[config.mk]
export PLATFORM = sky130hd
export DESIGN_NAME = hit_arbiter
export DESIGN_NICKNAME = d
export VERILOG_FILES = /design/src/rtl/hit_arbiter.sv
export SDC_FILE = /design/constraint.sdc
export NUM_CORES = 1
export LEC_CHECK = 0
export BUFFER_PORTS_ARGS = -buffer_cell sky130_fd_sc_hd__clkbuf_2
export CORE_UTILIZATION = 52
export CTS_BUF_LIST = sky130_fd_sc_hd__clkbuf_8
export DETAILED_ROUTE_END_ITERATION = 10
export GPL_TIMING_DRIVEN = 0
export MAX_ROUTING_LAYER = met4
export PLACE_DENSITY = 0.77
export SLEW_MARGIN = 20
export SYNTH_ARGS = -nofsm -noshare
export SYNTH_HDL_FRONTEND = slang
export SYNTH_SLANG_ARGS = --single-unit
[constraint.sdc]
create_clock -name clk -period 1.7 [get_ports clk]
set_input_delay 0.51 -clock clk [delete_from_list [all_inputs] [get_ports clk]]
set_output_delay 0.51 -clock clk [all_outputs]
set_load 0.03 [all_outputs]
[src/rtl/hit_arbiter.sv]
// Owns both players' health registers and serialises hit requests into one damage path.
// Optional GUARD_EN: a victim holding its block input during APPLY absorbs the hit.
module hit_arbiter #(
    parameter int HEALTH_W       = 3,
    parameter int MAX_HEALTH     = 5,
    parameter int DMG            = 1,
    parameter int INVULN_CYCLES  = 30,
    parameter int COUNTDOWN_CODE = 1,
    parameter int FIGHT_CODE     = 2
) (
    input  logic                clk,
    input  logic                reset,
    input  logic [2:0]          game_state,
    input  logic                p1_hit_req,
    input  logic                p2_hit_req,
    input  logic                p1_block,
    input  logic                p2_block,
    output logic [HEALTH_W-1:0] player1_health,
    output logic [HEALTH_W-1:0] player2_health,
    output logic                p1_hit_ack,
    output logic                p2_hit_ack,
    output logic                hit_landed,
    output logic                p1_invuln,
    output logic                p2_invuln
);

    localparam logic [1:0] ST_ARB     = 2'd0;
    localparam logic [1:0] ST_APPLY   = 2'd1;
    localparam logic [1:0] ST_ACK     = 2'd2;
    localparam logic [1:0] ST_RELEASE = 2'd3;

    localparam int INV_W = (INVULN_CYCLES > 0) ? $clog2(INVULN_CYCLES + 1) : 1;
    localparam logic [INV_W-1:0]    INV_LOAD = INV_W'(INVULN_CYCLES);
    localparam logic [HEALTH_W-1:0] H_MAX    = HEALTH_W'(MAX_HEALTH);
    localparam logic [HEALTH_W-1:0] H_DMG    = HEALTH_W'(DMG);

    logic [1:0]          state_q, state_d;
    logic                grant_q, grant_d;   // 0: P1 attacks P2, 1: P2 attacks P1
    logic                rr_q, rr_d;         // tie owner: 0 = P1, 1 = P2
    logic                landed_q, landed_d;
    logic [HEALTH_W-1:0] h1_q, h1_d, h2_q, h2_d;
    logic [INV_W-1:0]    inv1_q, inv1_d, inv2_q, inv2_d;

    logic                in_fight, in_countdown, granted_req, hit_ok, victim_inv_zero;
    logic [HEALTH_W-1:0] victim_h, dmg_h;

    assign in_fight        = (game_state == 3'(FIGHT_CODE));
    assign in_countdown    = (game_state == 3'(COUNTDOWN_CODE));
    assign granted_req     = grant_q ? p2_hit_req : p1_hit_req;
    assign victim_h        = grant_q ? h1_q : h2_q;
    assign victim_inv_zero = grant_q ? (inv1_q == '0) : (inv2_q == '0);
    assign dmg_h           = (int'(victim_h) < DMG) ? '0 : victim_h - H_DMG;

`ifdef GUARD_EN
    logic victim_block;
    assign victim_block = grant_q ? p1_block : p2_block;
    assign hit_ok = in_fight & victim_inv_zero & (victim_h != '0) & ~victim_block;
`else
    logic unused_block;
    assign unused_block = p1_block ^ p2_block;
    assign hit_ok = in_fight & victim_inv_zero & (victim_h != '0);
`endif

    always_comb begin
        // NOTE: every next-state variable takes its hold value first so no path infers a latch.
        state_d  = state_q;
        grant_d  = grant_q;
        rr_d     = rr_q;
        landed_d = landed_q;
        h1_d     = h1_q;
        h2_d     = h2_q;
        inv1_d   = (inv1_q != '0) ? inv1_q - 1'b1 : inv1_q;
        inv2_d   = (inv2_q != '0) ? inv2_q - 1'b1 : inv2_q;

        case (state_q)
            ST_ARB: begin
                if (p1_hit_req && p2_hit_req) begin
                    grant_d = rr_q;
                    rr_d    = ~rr_q;
                    state_d = ST_APPLY;
                end else if (p1_hit_req) begin
                    grant_d = 1'b0;
                    state_d = ST_APPLY;
                end else if (p2_hit_req) begin
                    grant_d = 1'b1;
                    state_d = ST_APPLY;
                end
            end
            ST_APPLY: begin
                landed_d = hit_ok;
                if (hit_ok) begin
                    if (grant_q) begin
                        h1_d   = dmg_h;
                        inv1_d = INV_LOAD;
                    end else begin
                        h2_d   = dmg_h;
                        inv2_d = INV_LOAD;
                    end
                end
                state_d = ST_ACK;
            end
            ST_ACK:     state_d = ST_RELEASE;
            ST_RELEASE: if (!granted_req) state_d = ST_ARB;
            default:    state_d = ST_ARB;
        endcase

        // Countdown reload wins over any damage applied in the same cycle.
        if (in_countdown) begin
            h1_d   = H_MAX;
            h2_d   = H_MAX;
            inv1_d = '0;
            inv2_d = '0;
        end
    end

    always_ff @(posedge clk) begin
        // NOTE: sequential state uses non-blocking assignments so all registers update together.
        if (!reset) begin
            state_q  <= ST_ARB;
            grant_q  <= 1'b0;
            rr_q     <= 1'b0;
            landed_q <= 1'b0;
            h1_q     <= H_MAX;
            h2_q     <= H_MAX;
            inv1_q   <= '0;
            inv2_q   <= '0;
        end else begin
            state_q  <= state_d;
            grant_q  <= grant_d;
            rr_q     <= rr_d;
            landed_q <= landed_d;
            h1_q     <= h1_d;
            h2_q     <= h2_d;
            inv1_q   <= inv1_d;
            inv2_q   <= inv2_d;
        end
    end

    assign player1_health = h1_q;
    assign player2_health = h2_q;
    assign p1_hit_ack     = (state_q == ST_ACK) & ~grant_q;
    assign p2_hit_ack     = (state_q == ST_ACK) &  grant_q;
    assign hit_landed     = (state_q == ST_ACK) &  landed_q;
    assign p1_invuln      = (inv1_q != '0);
    assign p2_invuln      = (inv2_q != '0);

endmodule

# [Word-level counts from Yosys, hierarchy flattened]
# Index checks and enable logic that the tools add are counted.
[word_totals] regBits=21 out_inout_bits=11 elab_cells=61
[op_classes] add_sub_neg=3 magnitude_cmp=1 n_eq_ne=7 muxes=20 bitwise=8 n_reduce_logical=14
[op_table] op="2-to-1 mux 5 bit" n=8
[op_table] op="logical NOT 5 bit" n=2
[op_table] op="nonzero test 5 bit" n=2
[op_table] op="subtractor 5 x 1 -> 5 bit, second input constant" n=2
[op_table] op="2-to-1 mux 2 bit" n=4
[op_table] op="case mux 2 bit (4 select lines)" n=1
[op_table] op="2-to-1 mux 3 bit" n=2
[op_table] op="AND reduction 2 bit" n=3
[op_table] op="AND reduction 3 bit" n=2
[op_table] op="nonzero test 3 bit" n=2
[op_table] op="AND 1 bit" n=5
[op_table] op="2-to-1 mux 1 bit" n=5
[op_table] op="== test 2 bit, second input constant" n=2
[op_table] op="!= test 4 bit, second input constant" n=1
[op_table] op="== test 3 x 1 -> 1 bit, second input constant" n=1
[op_table] op="== test 3 x 2 -> 1 bit, second input constant" n=1
[op_table] op="< comparator 3 x 1 -> 1 bit, second input constant" n=1
[op_table] op="inverter 1 bit" n=3
[op_table] op="subtractor 3 x 1 -> 3 bit, second input constant" n=1
[op_table] op="== test 2 x 1 -> 1 bit, second input constant" n=1
[op_table] op="logical NOT 2 bit" n=1
[op_table] op="!= test 2 bit, second input constant" n=1
[op_table] op="OR reduction 2 bit" n=1
[op_table] op="logical AND 1 bit" n=1

# [Depth between registers and ports, before layout]
[depth] ltp_word=6 depth_mapped=8

# [Worst setup path after synthesis]
# Ideal clock, no wire load.
[synth_timing] path_kind="register to register" startpoint="register grant_q" endpoint="register h2_q[1] (netlist: player2_health[1])" arrival_time_ps=1749 required_time_ps=1604 setup_slack_ps=-144 stages_incl_launch_ff=9 cell_sequence="dfxtp_1 buf_2 mux2i_1 ha_1 or2b_2 nand4_2 buf_6 nand3_1 o41ai_2"
[synth_between] elab_chain_cells=4
[synth_rtl] element="start, declared" line="38" text="logic grant_q, grant_d;"
[synth_rtl] element="start signal, assigned" line="129" text="grant_q <= grant_d;"
[synth_rtl] element="branches (longest 4 deep; another with subtractor 3 x 1 -> 3 bit)"
[synth_rtl] element="end signal, assigned" line="124" text="h2_q <= H_MAX;"
[synth_rtl] element="end signal, assigned" line="133" text="h2_q <= h2_d;"
[synth_rtl] element="end, declared" line="41" text="logic [HEALTH_W-1:0] h1_q, h1_d, h2_q, h2_d;"
# Several ways; the timed one is not identified.
# A chain may end at the register's enable or synchronous reset.

# [Worst setup path in the final report]
[layout_timing] startpoint="register inv2_q[0]" endpoint="output p2_invuln"
[layout_between] elab_chain_cells=1
[layout_rtl] element="start, declared" line="42" text="logic [INV_W-1:0] inv1_q, inv1_d, inv2_q, inv2_d;"
[layout_rtl] element="start signal, assigned" line="135" text="inv2_q <= inv2_d;"
[layout_rtl] element="nonzero test 5 bit" line="145" text="assign p2_invuln = (inv2_q != '0);"
[layout_rtl] element="end, declared" line="24" text="output logic p2_invuln"
# Every way passes these cells.

==> results_dict.tcl <==
set metrics [dict create \
    status "complete, but fails checks" \
    violations "setup timing" \
    dp_hpwl_um 1780 \
    syn_area_um2 1190 \
    cts-hold-fix-buffers 0 \
    dieArea_um2 2480 \
    maxSlewViolCount 0 \
    instances_no_fill 209 \
    cp.required_ps 1190 \
    port_buffers 17 \
    synth.yosys.seq_area_share_pct 35.4 \
    hold_class "reg2reg" \
    n_antenna_cell 0 \
    drcViolationCount 0 \
    final_util_pct 83.7 \
    setup_slack_ps -65.9 \
    crit_type "reg2out" \
    gp_congestion 0.878 \
    fmax_ghz 0.566 \
    wl_met2_um 1660 \
    vias 1128 \
    cts_root_buffer "clkbuf_8" \
    synth_cell_type_count 40 \
    yosysWarningCount 0 \
    wl_met3_um 77 \
    dp.cells 176 \
    rows 16 \
    rsz0062_at_grt "true" \
    yosys.area.top_type_share_pct 35.4 \
    vias_per_cell 5.40 \
    max_slew.worst_pin.slew_ps 537 \
    cts_tree "yes" \
    clock-sinks 21 \
    crit_path_start_kind "register" \
    critical_path_peak_fanout 3 \
    synth_area_per_cell_um2 9.00 \
    fillers 133 \
    drt-met1-wl_um 1280 \
    grt_max_degree 13 \
    crit_arrival_ps 1260 \
    ant_nets 0 \
    multi_input_area_um2 788 \
    p_per_area_nw_per_um2 1650 \
    io_pins 20 \
    synth_edf_count 0 \
    power.leakage_nw 0.776 \
    finalSetupViolations 2 \
    htree_levels 1 \
    grt.total_usage_pct 25.3 \
    drive_gt1_share_pct 50.0 \
    die_h_um 49.8 \
    register_area_um2 429 \
    routed_wirelength_um 3060 \
    grt_pass1_vias 1030 \
    cap_violations 0 \
    fin_skew_ps 2.67 \
    grt-ovfl-total 0 \
    clk_latency_ps 260 \
    syn-num-nets 150 \
    ir_worst_vdd_mv 1.18 \
    fin_crit_sh_pct 104 \
    synth-main-ff-cell "dfxtp_1" \
    async_reset_ff_share_pct 0 \
    drt_iter0_drc 7 \
    initial_core_util_pct 57.6 \
    synth.ff_latch_count 21 \
    period_needed_ps 1770 \
    core_um2 2060 \
    post-synth-top-area-cell "dfxtp_1" \
    top_layer "met4" \
    slew-limit-headroom_pct 63.9 \
    cp-end-kind "primary output" \
    setup_tns_ps -126 \
    ff2ff_setup_slack_ps 10 \
    synth_area_leaders "dfxtp_1 (35%), ha_1 (9.5%), nand2_1 (4.7%)" \
    syn_inst 132 \
    grt_pass1_wl_um 4600 \
    wl_per_cell_um 14.6 \
    finalHoldViolations 0 \
    fin_nets 201 \
    clockBufferDepth 2 \
    clk_pin_slew_ps 80 \
    synthToLayoutAreaGrowth_pct 45.3 \
    cts_buffers 3 \
    dieWidth_um 49.8 \
    antenna_found_initial 0 \
    firstDrtPassIters 4 \
]
==> cell usage after synthesis, drive strengths merged (2+ instances only) <==
cell,instances
a21oi,10
and2,2
and3,2
buf,4
dfxtp,21
ha,9
inv,11
mux2i,4
nand2,15
nand2b,3
nand3,5
nand4,2
nor2,9
nor2b,2
nor3,3
nor4b,2
o211ai,2
o21ai,4
o41ai,2
xnor2,3
xor2,5
==> critical path: stages (launching register included) <==
cell     delay [ps]
dfxtp_2         340
inv_2            60
ha_4            130
nor4b_4         230
inv_2            90
buf_8           140
==> sequential cells by signal, indices dropped and copies added, names as in the netlist <==
| register | count |
|---|---|
| rr_q | 1 |
| state_q | 2 |
| player1_health | 3 |
| landed_q | 1 |
| inv1_q | 5 |
| grant_q | 1 |
| inv2_q | 5 |
| player2_health | 3 |
==> per-stage QoR <==
| stage | area [um^2] | hold WS, ps | worst slack [ps] | total power, mW |
|---|---|---|---|---|
| 2_1_floorplan | 1220 | 445 | 27.3 | 1.55 |
| 3_3_place_gp | 1340 | 458 | -136 | 1.70 |
| 3_5_place_dp | 1340 | 469 | -168 | 1.77 |
| 4_1_cts | 1620 | 481 | -61.9 | 2.65 |
| 5_1_grt | 1730 | 533 | -121 | 3.04 |
| 6_report | 1730 | 490 | -65.9 | 2.84 |
==> placed cells by master, fill, tap and decap left out, types with 5 or more instances in the layout <==
master	Yosys	layout
a21oi_1	9	7
buf_4	1	29
clkbuf_2	0	12
dfxtp_1	21	14
dfxtp_2	0	7
ha_1	9	5
inv_2	0	7
nand2_1	15	13
nor2_1	9	9
xor2_1	5	5
==> metal layers <==
metal | up-vias | track usage (%)
li1 | 555 | -
met5 | - | -
met2 | 21 | 43.0
met1 | 546 | 30.3
met3 | 6 | 4.63
met4 | 0 | 7.14
==> kinds of logic (layout without fill, tap and decap cells) <==
kind of cell | Yosys count | after routing | share of synthesized area, %
flip-flops | 21 | 21 | 35.4
buffers and inverters | 15 | 65 | 5.90
AO/OA/AOI/OAI | 25 | 25 | 14.8
adder cells (fa/ha/maj) | 9 | 9 | 9.48
multiplexers | 5 | 5 | 4.32
XOR/XNOR | 8 | 8 | 5.90
AND/OR/NAND/NOR | 49 | 49 | 24.2
==> final cells by class <==
| cell class | instances | area share (%) |
|---|---|---|
| well taps | 27 | 1.96 |
| multi-input cells | 96 | 45.7 |
| inverters | 11 | 2.39 |
| flip-flops and latches | 21 | 24.9 |
| clock inverters | 1 | 0.290 |
| repair buffers | 46 | 19.8 |
| clock buffers | 3 | 2.39 |
| plain buffers | 4 | 2.61 |
==> path summary, 6_finish.rpt <==
check                                      startpoint                    end  cells past startpoint
worst max-delay path             inv2_q[0]$_SDFF_PP0_              p2_invuln                      5
worst min-delay path            landed_q$_SDFFE_PN0P_  landed_q$_SDFFE_PN0P_                      2
worst max register to register   grant_q$_SDFFE_PN0P_   inv1_q[3]$_SDFF_PP0_                      8
worst min register to register  landed_q$_SDFFE_PN0P_  landed_q$_SDFFE_PN0P_                      2
==> what timing repair did <==
item,CTS,global route
pin swaps,2,5
setup endpoints to repair,16,16
resized for setup,28,19
cloned,1,1
setup buffers,20,9
==> where the power goes <==
group,internal (mW),total (mW),switching [mW]
Sequential,0.619,0.735,0.116
Clock,0.164,0.329,0.165
Combinational,0.974,1.78,0.806
Total,1.76,2.84,1.09
Power figures use the tool's default switching activity.
